**src/rtl/updown_counter_param.sv**
```systemverilog
// Parametrised up/down counter: bounded saturating (or wrapping) count, prescaled events, load.
// Define UDCNT_WRAP_EN to wrap at the bounds instead of holding in LIMIT.
module updown_counter_param #(
    parameter int unsigned      WIDTH    = 16,
    parameter logic [WIDTH-1:0] MIN_VAL  = '0,
    parameter logic [WIDTH-1:0] MAX_VAL  = '1,
    parameter logic [WIDTH-1:0] STEP     = WIDTH'(1),
    parameter int unsigned      PRESCALE = 1
) (
    input  logic             clk,
    input  logic             reset,
    input  logic             u,
    input  logic             d,
    input  logic             load,
    input  logic [WIDTH-1:0] load_val,
    output logic [WIDTH-1:0] c_out,
    output logic             m,
    output logic             z,
    output logic [1:0]       dir,
    output logic             wrap
);

    typedef enum logic [1:0] {
        S_IDLE  = 2'b00,
        S_UP    = 2'b01,
        S_DOWN  = 2'b10,
        S_LIMIT = 2'b11
    } state_t;

    localparam int unsigned    PCW     = (PRESCALE > 1) ? $clog2(PRESCALE) : 1;
    localparam logic [PCW-1:0] PC_LAST = PCW'(PRESCALE - 1);
    localparam logic [WIDTH:0] MAX_X   = {1'b0, MAX_VAL};
    localparam logic [WIDTH:0] MIN_X   = {1'b0, MIN_VAL};
    localparam logic [WIDTH:0] STEP_X  = {1'b0, STEP};

    state_t           state_q, state_d, tgt;
    logic [PCW-1:0]   pc_q, pc_d, pc_cur;
    logic [WIDTH-1:0] cnt_q, cnt_d, up_val, dn_val, ld_val;
    logic             m_q, z_q;
    logic             req_up, req_dn, up_over, dn_under;
    logic [WIDTH:0]   cnt_x, up_x, dn_x;

    assign req_up = u & ~d;
    assign req_dn = d & ~u;

    // One spare bit keeps cnt+STEP from overflowing before the bound test.
    assign cnt_x    = {1'b0, cnt_q};
    assign up_x     = cnt_x + STEP_X;
    assign dn_x     = cnt_x - STEP_X;
    assign up_over  = up_x > MAX_X;
    assign dn_under = cnt_x < (MIN_X + STEP_X);

`ifdef UDCNT_WRAP_EN
    logic wrap_q, wrap_d;
    assign up_val = up_over  ? MIN_VAL : up_x[WIDTH-1:0];
    assign dn_val = dn_under ? MAX_VAL : dn_x[WIDTH-1:0];
`else
    assign up_val = up_over  ? MAX_VAL : up_x[WIDTH-1:0];
    assign dn_val = dn_under ? MIN_VAL : dn_x[WIDTH-1:0];
`endif

    assign ld_val = (load_val < MIN_VAL) ? MIN_VAL :
                    (load_val > MAX_VAL) ? MAX_VAL : load_val;

    always_comb begin
        state_d = state_q;
        pc_d    = pc_q;
        cnt_d   = cnt_q;
        tgt     = S_IDLE;
        pc_cur  = '0;
`ifdef UDCNT_WRAP_EN
        wrap_d  = 1'b0;
`endif
        if (load) begin
            cnt_d   = ld_val;
            state_d = S_IDLE;
            pc_d    = '0;
        end else if (!req_up && !req_dn) begin
            state_d = S_IDLE;
            pc_d    = '0;
`ifndef UDCNT_WRAP_EN
        end else if ((req_up && cnt_q == MAX_VAL) || (req_dn && cnt_q == MIN_VAL)) begin
            state_d = S_LIMIT;
            pc_d    = '0;
`endif
        end else begin
            tgt     = req_up ? S_UP : S_DOWN;
            state_d = tgt;
            // Entering a direction (from any other state) restarts the prescale period.
            pc_cur  = (state_q == tgt) ? pc_q : '0;
            if (pc_cur == PC_LAST) begin
                pc_d  = '0;
                cnt_d = req_up ? up_val : dn_val;
`ifdef UDCNT_WRAP_EN
                wrap_d = req_up ? up_over : dn_under;
`else
                if (cnt_d == (req_up ? MAX_VAL : MIN_VAL))
                    state_d = S_LIMIT;
`endif
            end else begin
                pc_d = pc_cur + 1'b1;
            end
        end
    end

    always_ff @(posedge clk or negedge reset) begin
        if (!reset) begin
            state_q <= S_IDLE;
            pc_q    <= '0;
            cnt_q   <= MIN_VAL;
            m_q     <= 1'b0;
            z_q     <= 1'b1;
        end else begin
            state_q <= state_d;
            pc_q    <= pc_d;
            cnt_q   <= cnt_d;
            m_q     <= (cnt_d == MAX_VAL);
            z_q     <= (cnt_d == MIN_VAL);
        end
    end

`ifdef UDCNT_WRAP_EN
    always_ff @(posedge clk or negedge reset) begin
        if (!reset) wrap_q <= 1'b0;
        else        wrap_q <= wrap_d;
    end
    assign wrap = wrap_q;
`else
    assign wrap = 1'b0;
`endif

    assign c_out = cnt_q;
    assign m     = m_q;
    assign z     = z_q;
    assign dir   = state_q;

endmodule

```
**config.mk**
```make
export PLATFORM = sky130hd
export DESIGN_NAME = updown_counter_param
export DESIGN_NICKNAME = d
export VERILOG_FILES = /design/src/rtl/updown_counter_param.sv
export SDC_FILE = /design/constraint.sdc
export NUM_CORES = 1
export LEC_CHECK = 0
export CAP_MARGIN = 10
export CORE_UTILIZATION = 31
export DETAILED_ROUTE_END_ITERATION = 10
export PLACE_DENSITY = 0.58
export REMOVE_ABC_BUFFERS = 1
export SYNTH_ARGS = -nofsm -noshare
export SYNTH_HDL_FRONTEND = slang
export SYNTH_SLANG_ARGS = --single-unit
```
**constraint.sdc**
```tcl
create_clock -name clk -period 7.37 [get_ports clk]
set_input_delay 1.8425 -clock clk [delete_from_list [all_inputs] [get_ports clk]]
set_output_delay 1.8425 -clock clk [all_outputs]
set_load 0.01 [all_outputs]
```
# Word level (Yosys, flattened, before mapping)
# Cells that the tools add are included.
dict set report classes {
  n_mux 21
  order_cmp 4
  addsub 3
  bitwise_logic 4
  n_reduce_logical 8
  n_eq_ne 4
}
# cell n
set op_table {}
lappend op_table {{16-bit 2-to-1 mux} 10}
lappend op_table {{16-bit == test, second input constant} 2}
lappend op_table {{16-bit logical NOT} 2}
lappend op_table {{16-bit by 1-bit less-than comparator with 1-bit output, second input constant} 2}
lappend op_table {{16-bit by 1-bit adder with 17-bit output, second input constant} 1}
lappend op_table {{17-bit by 16-bit > comparator with 1-bit output, second input constant} 1}
lappend op_table {{16-bit == test} 1}
lappend op_table {{16-bit > comparator, second input constant} 1}
lappend op_table {{16-bit by 1-bit subtractor with 16-bit output, second input constant} 1}
lappend op_table {{2-bit 2-to-1 mux} 6}
lappend op_table {{1-bit 2-to-1 mux} 5}
lappend op_table {{1-bit logical AND} 3}
lappend op_table {{1-bit bitwise AND} 2}
lappend op_table {{2-bit == test} 1}
lappend op_table {{1-bit logical NOT} 2}
lappend op_table {{1-bit inverter} 2}
lappend op_table {{1-bit adder, second input constant} 1}
lappend op_table {{1-bit logical OR} 1}
dict set report word_totals {
  out_inout_bits 21
  wordCells 49
  reg_bits 21
}

# Logic depth before layout (Yosys ltp)
dict set report depth {
  ltp_word 10
  depth_mapped 12
  depth_no_buf 10
}

# Worst setup path before layout
# OpenSTA, ideal clock, no wires.
dict set report synth_path {
  kind {input -> register}
  start {input u}
  end {register m_q, in the netlist m}
  arrival_time_ns 4.007
  t_required_ns 7.274
  stages 11
  slack_ns 3.268
  path_cell_list {inv_1 > ha_1 > nor4bb_1 > a41oi_2 > a21boi_1 > buf_2 > nor2_1 > o31a_1 > nor4b_1 > nand4_1 > nor4_2}
}
dict set report synth_via {
  elab_chain_len 9
}
# element line_no
set synth_lines {}
lappend synth_lines {{start: declaration} 12} ;# input logic u,
lappend synth_lines {{1-bit bitwise AND} 43} ;# assign req_up = u & ~d;
lappend synth_lines {{2-bit 2-to-1 mux} 87} ;# tgt = req_up ? S_UP : S_DOWN;
lappend synth_lines {{2-bit == test} 90} ;# pc_cur = (state_q == tgt) ? pc_q : '0;
lappend synth_lines {{1-bit 2-to-1 mux} 90}
lappend synth_lines {{16-bit 2-to-1 mux} 91} ;# if (pc_cur == PC_LAST) begin
lappend synth_lines {{16-bit 2-to-1 mux} 82} ;# end else if ((req_up && cnt_q == MAX_VAL) || (req_dn && cnt_q == MIN_VAL)) begin
lappend synth_lines {{16-bit 2-to-1 mux (*)} 78} ;# end else if (!req_up && !req_dn) begin
lappend synth_lines {{16-bit 2-to-1 mux (*)} 74} ;# if (load) begin
lappend synth_lines {{16-bit == test (*)} 117} ;# m_q <= (cnt_d == MAX_VAL);
lappend synth_lines {{end signal: assignment} 117}
lappend synth_lines {{end: declaration} 39} ;# logic m_q, z_q;
# Every way passes the cells marked *; elsewhere a longest branch is shown, timed or not.

# Worst setup path after layout
dict set report layout_path {
  start {input u}
  end {register m_q, in the netlist m}
}
dict set report layout_via {
  elab_chain_len 9
}
# element line_no
set layout_lines {}
lappend layout_lines {{1-bit bitwise AND} 43}
lappend layout_lines {{2-bit 2-to-1 mux} 87}
lappend layout_lines {{2-bit == test} 90}
lappend layout_lines {{1-bit 2-to-1 mux} 90}
lappend layout_lines {{16-bit 2-to-1 mux} 91}
lappend layout_lines {{16-bit 2-to-1 mux} 82}
lappend layout_lines {{16-bit 2-to-1 mux (*)} 78}
lappend layout_lines {{16-bit 2-to-1 mux (*)} 74}
lappend layout_lines {{net cnt_d[11]} 38} ;# logic [WIDTH-1:0] cnt_q, cnt_d, up_val, dn_val, ld_val;
lappend layout_lines {{16-bit == test (*)} 117}
# Mark *: on every way through the listed nets, which the timed path passes. The rest lies on a longest branch.

==> reports/qor.yml <==
run_status:
  status: "finished, final reports clean"
sta:
  setup_viol: 0
  drv_slew: 0
  fin_skew_ns: 0.005322
  rsz0062_at_grt: "no"
  hold-worst-slack_ns: 0.8822
  max_slew_margin_pct: 15.67
  max_freq_ghz: 0.1938
  tns_ns: 0
  hold_viol: 0
  timing.final.crit_share_pct: 70.03
  max_slew.worst_pin.slew_ns: 1.262
  min_period_ns: 5.161
place:
  hpwl_um: 5421
  gp_routability_congestion: 0.8698
  placedCellCount: 396
  place.port_buffers: 40
  place_area_mm2: 0.002626
grt:
  grt_max_degree: 38
  grt_pass1_wl_um: 12250
  first_global_vias: 2228
  globalRouteTotalUtil_pct: 20.99
  overflow: 0
  antenna_found_initial: 0
die:
  die_x_um: 87.09
  ios: 42
  initial_core_util_pct: 32.50
  die_area_mm2: 0.007585
  fp.dieH_um: 87.09
  core_area_mm2: 0.006907
  num_rows: 30
finish:
  syn2layout_area_growth_pct: 19.45
  n_antenna_cell: 0
  stdcell_area_mm2: 0.002681
  final_cells: 400
  drive_gt1_share_pct: 9.211
  fillers: 742
  fin_nets: 330
drt:
  wirelength_um: 7671
  wire_per_inst_um: 19.18
  detail-route-antenna-nets: 0
  drt_drc_violations_left: 0
  drt-pass1-iter-count: 5
  drt_first_iter_violations: 235
  num_vias: 2470
  routed_via_density: 6.175
clock_tree:
  ctsHoldBuffers: 0
  clk_latency_ns: 0.26
  ctsLongestPathBuffers: 2
  cts.clk_slew.worst_paths_ns: 0.07
  cts_tree: "done"
  cts_made_buffers: 3
  postCtsSetupBuffers: 0
  root_buffer: "clkbuf_8"
  cts_sinks: 20
  htree_levels: 1
  cts_resized: 0
synth:
  synth-edff-count: 0
  synth-seq-area-share_pct: 22.35
  synthTopCellsByArea: "dfrtp_1 21%, nand2_1 4.0%, nand4_1 3.9%, nor4_2 3.9%, xor2_1 3.9%"
  syn_area_mm2: 0.002245
  synthCells: 291
  synthArstFlopShare_pct: 100.0
  synth-main-ff-cell: "dfrtp_1"
  synthMostInstantiatedCell: "nand2_1"
  ys_ff_latch: 20
  yosysTopAreaCellShare_pct: 21.18
  post_synth.cell_area_avg_um2: 7.714
  synthDistinctLibCells: 74
  yosys.area.top_type: "dfrtp_1"
  synth_warnings: 0
  synthTopCellsByCount: "24 x nand2_1, 21 x clkbuf_1, 19 x dfrtp_1, 16 x a21oi_1, 16 x inv_1"
critical_path:
  cp_max_fo: 14
  critPathMaxStageDelay_ns: 1.05
  r2r-end: "m"
  cp_cell_sequence: "clkdlybuf4s50_1, inv_1, ha_1, nor4bb_1, a41oi_2, a21boi_1, nand3_1, a21oi_1, nor4b_1, nand4_1, nor4_2"
  critical_path_class: "in2reg"
  startpoint_type: "input pin"
  cp.arrival_ns: 5.33
  reg2regPathDepth: 10
  slowest_stage: "a21boi_1"
  r2r-start: "c_out[0]"
  required_ns: 7.54
  reg2reg_slack_ns: 3.41
  cp-end-kind: "register"
min_path:
  hold_path_end: "c_out[15]"
  hp-class: "reg2reg"
  hold_start: "c_out[15]"
  holdPathStages: 2
job:
  max-cap-violations: 0
power:
  p_total_mw: 0.4203
  ir_worst_vdd_v: 0.00009521
  power_density_mw_per_mm2: 156.8
  static-leakage-power_nw: 0.9281
layout by cell type (no fill, tap or decap), types with 6 or more instances in the layout:
master           Yosys  final
clkdlybuf4s50_1      0     40
nand2_1             24     24
dfrtp_1             19     19
inv_1               16     16
a21oi_1             16     16
nor2_1              15     15
nand4_1             14     14
o21ai_0             13     13
xor2_1              10     10
nor3_1               9      9
nand3_1              8      8
or4_1                8      8
nor4_2               7      7
nor4_1               6      6
through the flow:
| step | util (%) | setup WS (ns) |
|---|---|---|
| final | 38.82 | 2.209 |
| after global routing | 38.82 | 1.930 |
| after CTS | 38.82 | 2.274 |
| after detailed placement | 38.03 | 2.026 |
| after global placement | 38.03 | 2.137 |
| after floorplan | - | 3.081 |
cell families (layout without fill, tap and decap cells):
| family | Yosys count | after routing | synth area share, % |
|---|---|---|---|
| AOI/OAI and AO/OA | 80 | 80 | 26.03 |
| xor gates and xnor gates | 11 | 11 | 4.292 |
| adders and majority gates | 4 | 4 | 2.230 |
| buffers and inverters | 49 | 62 | 9.364 |
| DFF | 20 | 20 | 22.35 |
| muxes | 2 | 2 | 0.8919 |
| other | 1 | 1 | 0.1671 |
| and+or+nand+nor | 124 | 124 | 34.67 |
worst max path at each step:
stage | from | depth (start not counted) | end
detailed placement | u | 11 | m
finish | u | 11 | m
floorplan | u | 10 | z
global route | u | 11 | m
global placement | u | 11 | m
CTS | u | 11 | m
layout make-up:
type	count	area (um2)	share of cell area, %
Multi-Input combinational cell	222	1533	57.16
Sequential cell	20	501.7	18.71
Timing Repair Buffer	41	407.9	15.21
Tap cell	96	120.1	4.480
Inverter	17	63.81	2.380
Clock buffer	4	55.05	2.053
per-layer routing:
metal	global-route usage, %	share of wire [%]
met3	3.697	7.6
met4	7.004	3.2
met1	29.45	44
met2	32.50	45
met5	0	0
critical path, delay by kind of cell:
family / cells / cell delay, ns
adder cells (fa/ha/maj): 1 / 0.20
AO/OA/AOI/OAI: 3 / 1.73
AND/OR/NAND/NOR: 5 / 1.02
buffers and inverters: 2 / 0.53
power breakdown:
group | switching (mW) | total, mW | internal, mW
clock | 0.0379 | 0.0856 | 0.0476
sequential | 0.0504 | 0.171 | 0.120
combinational | 0.0893 | 0.164 | 0.0745
total | 0.178 | 0.420 | 0.243
state kept, by name, summed over array words and instances (netlist names):
name / count
z: 1
m: 1
c_out: 16
dir: 2
Power figures use the tool's default switching activity.
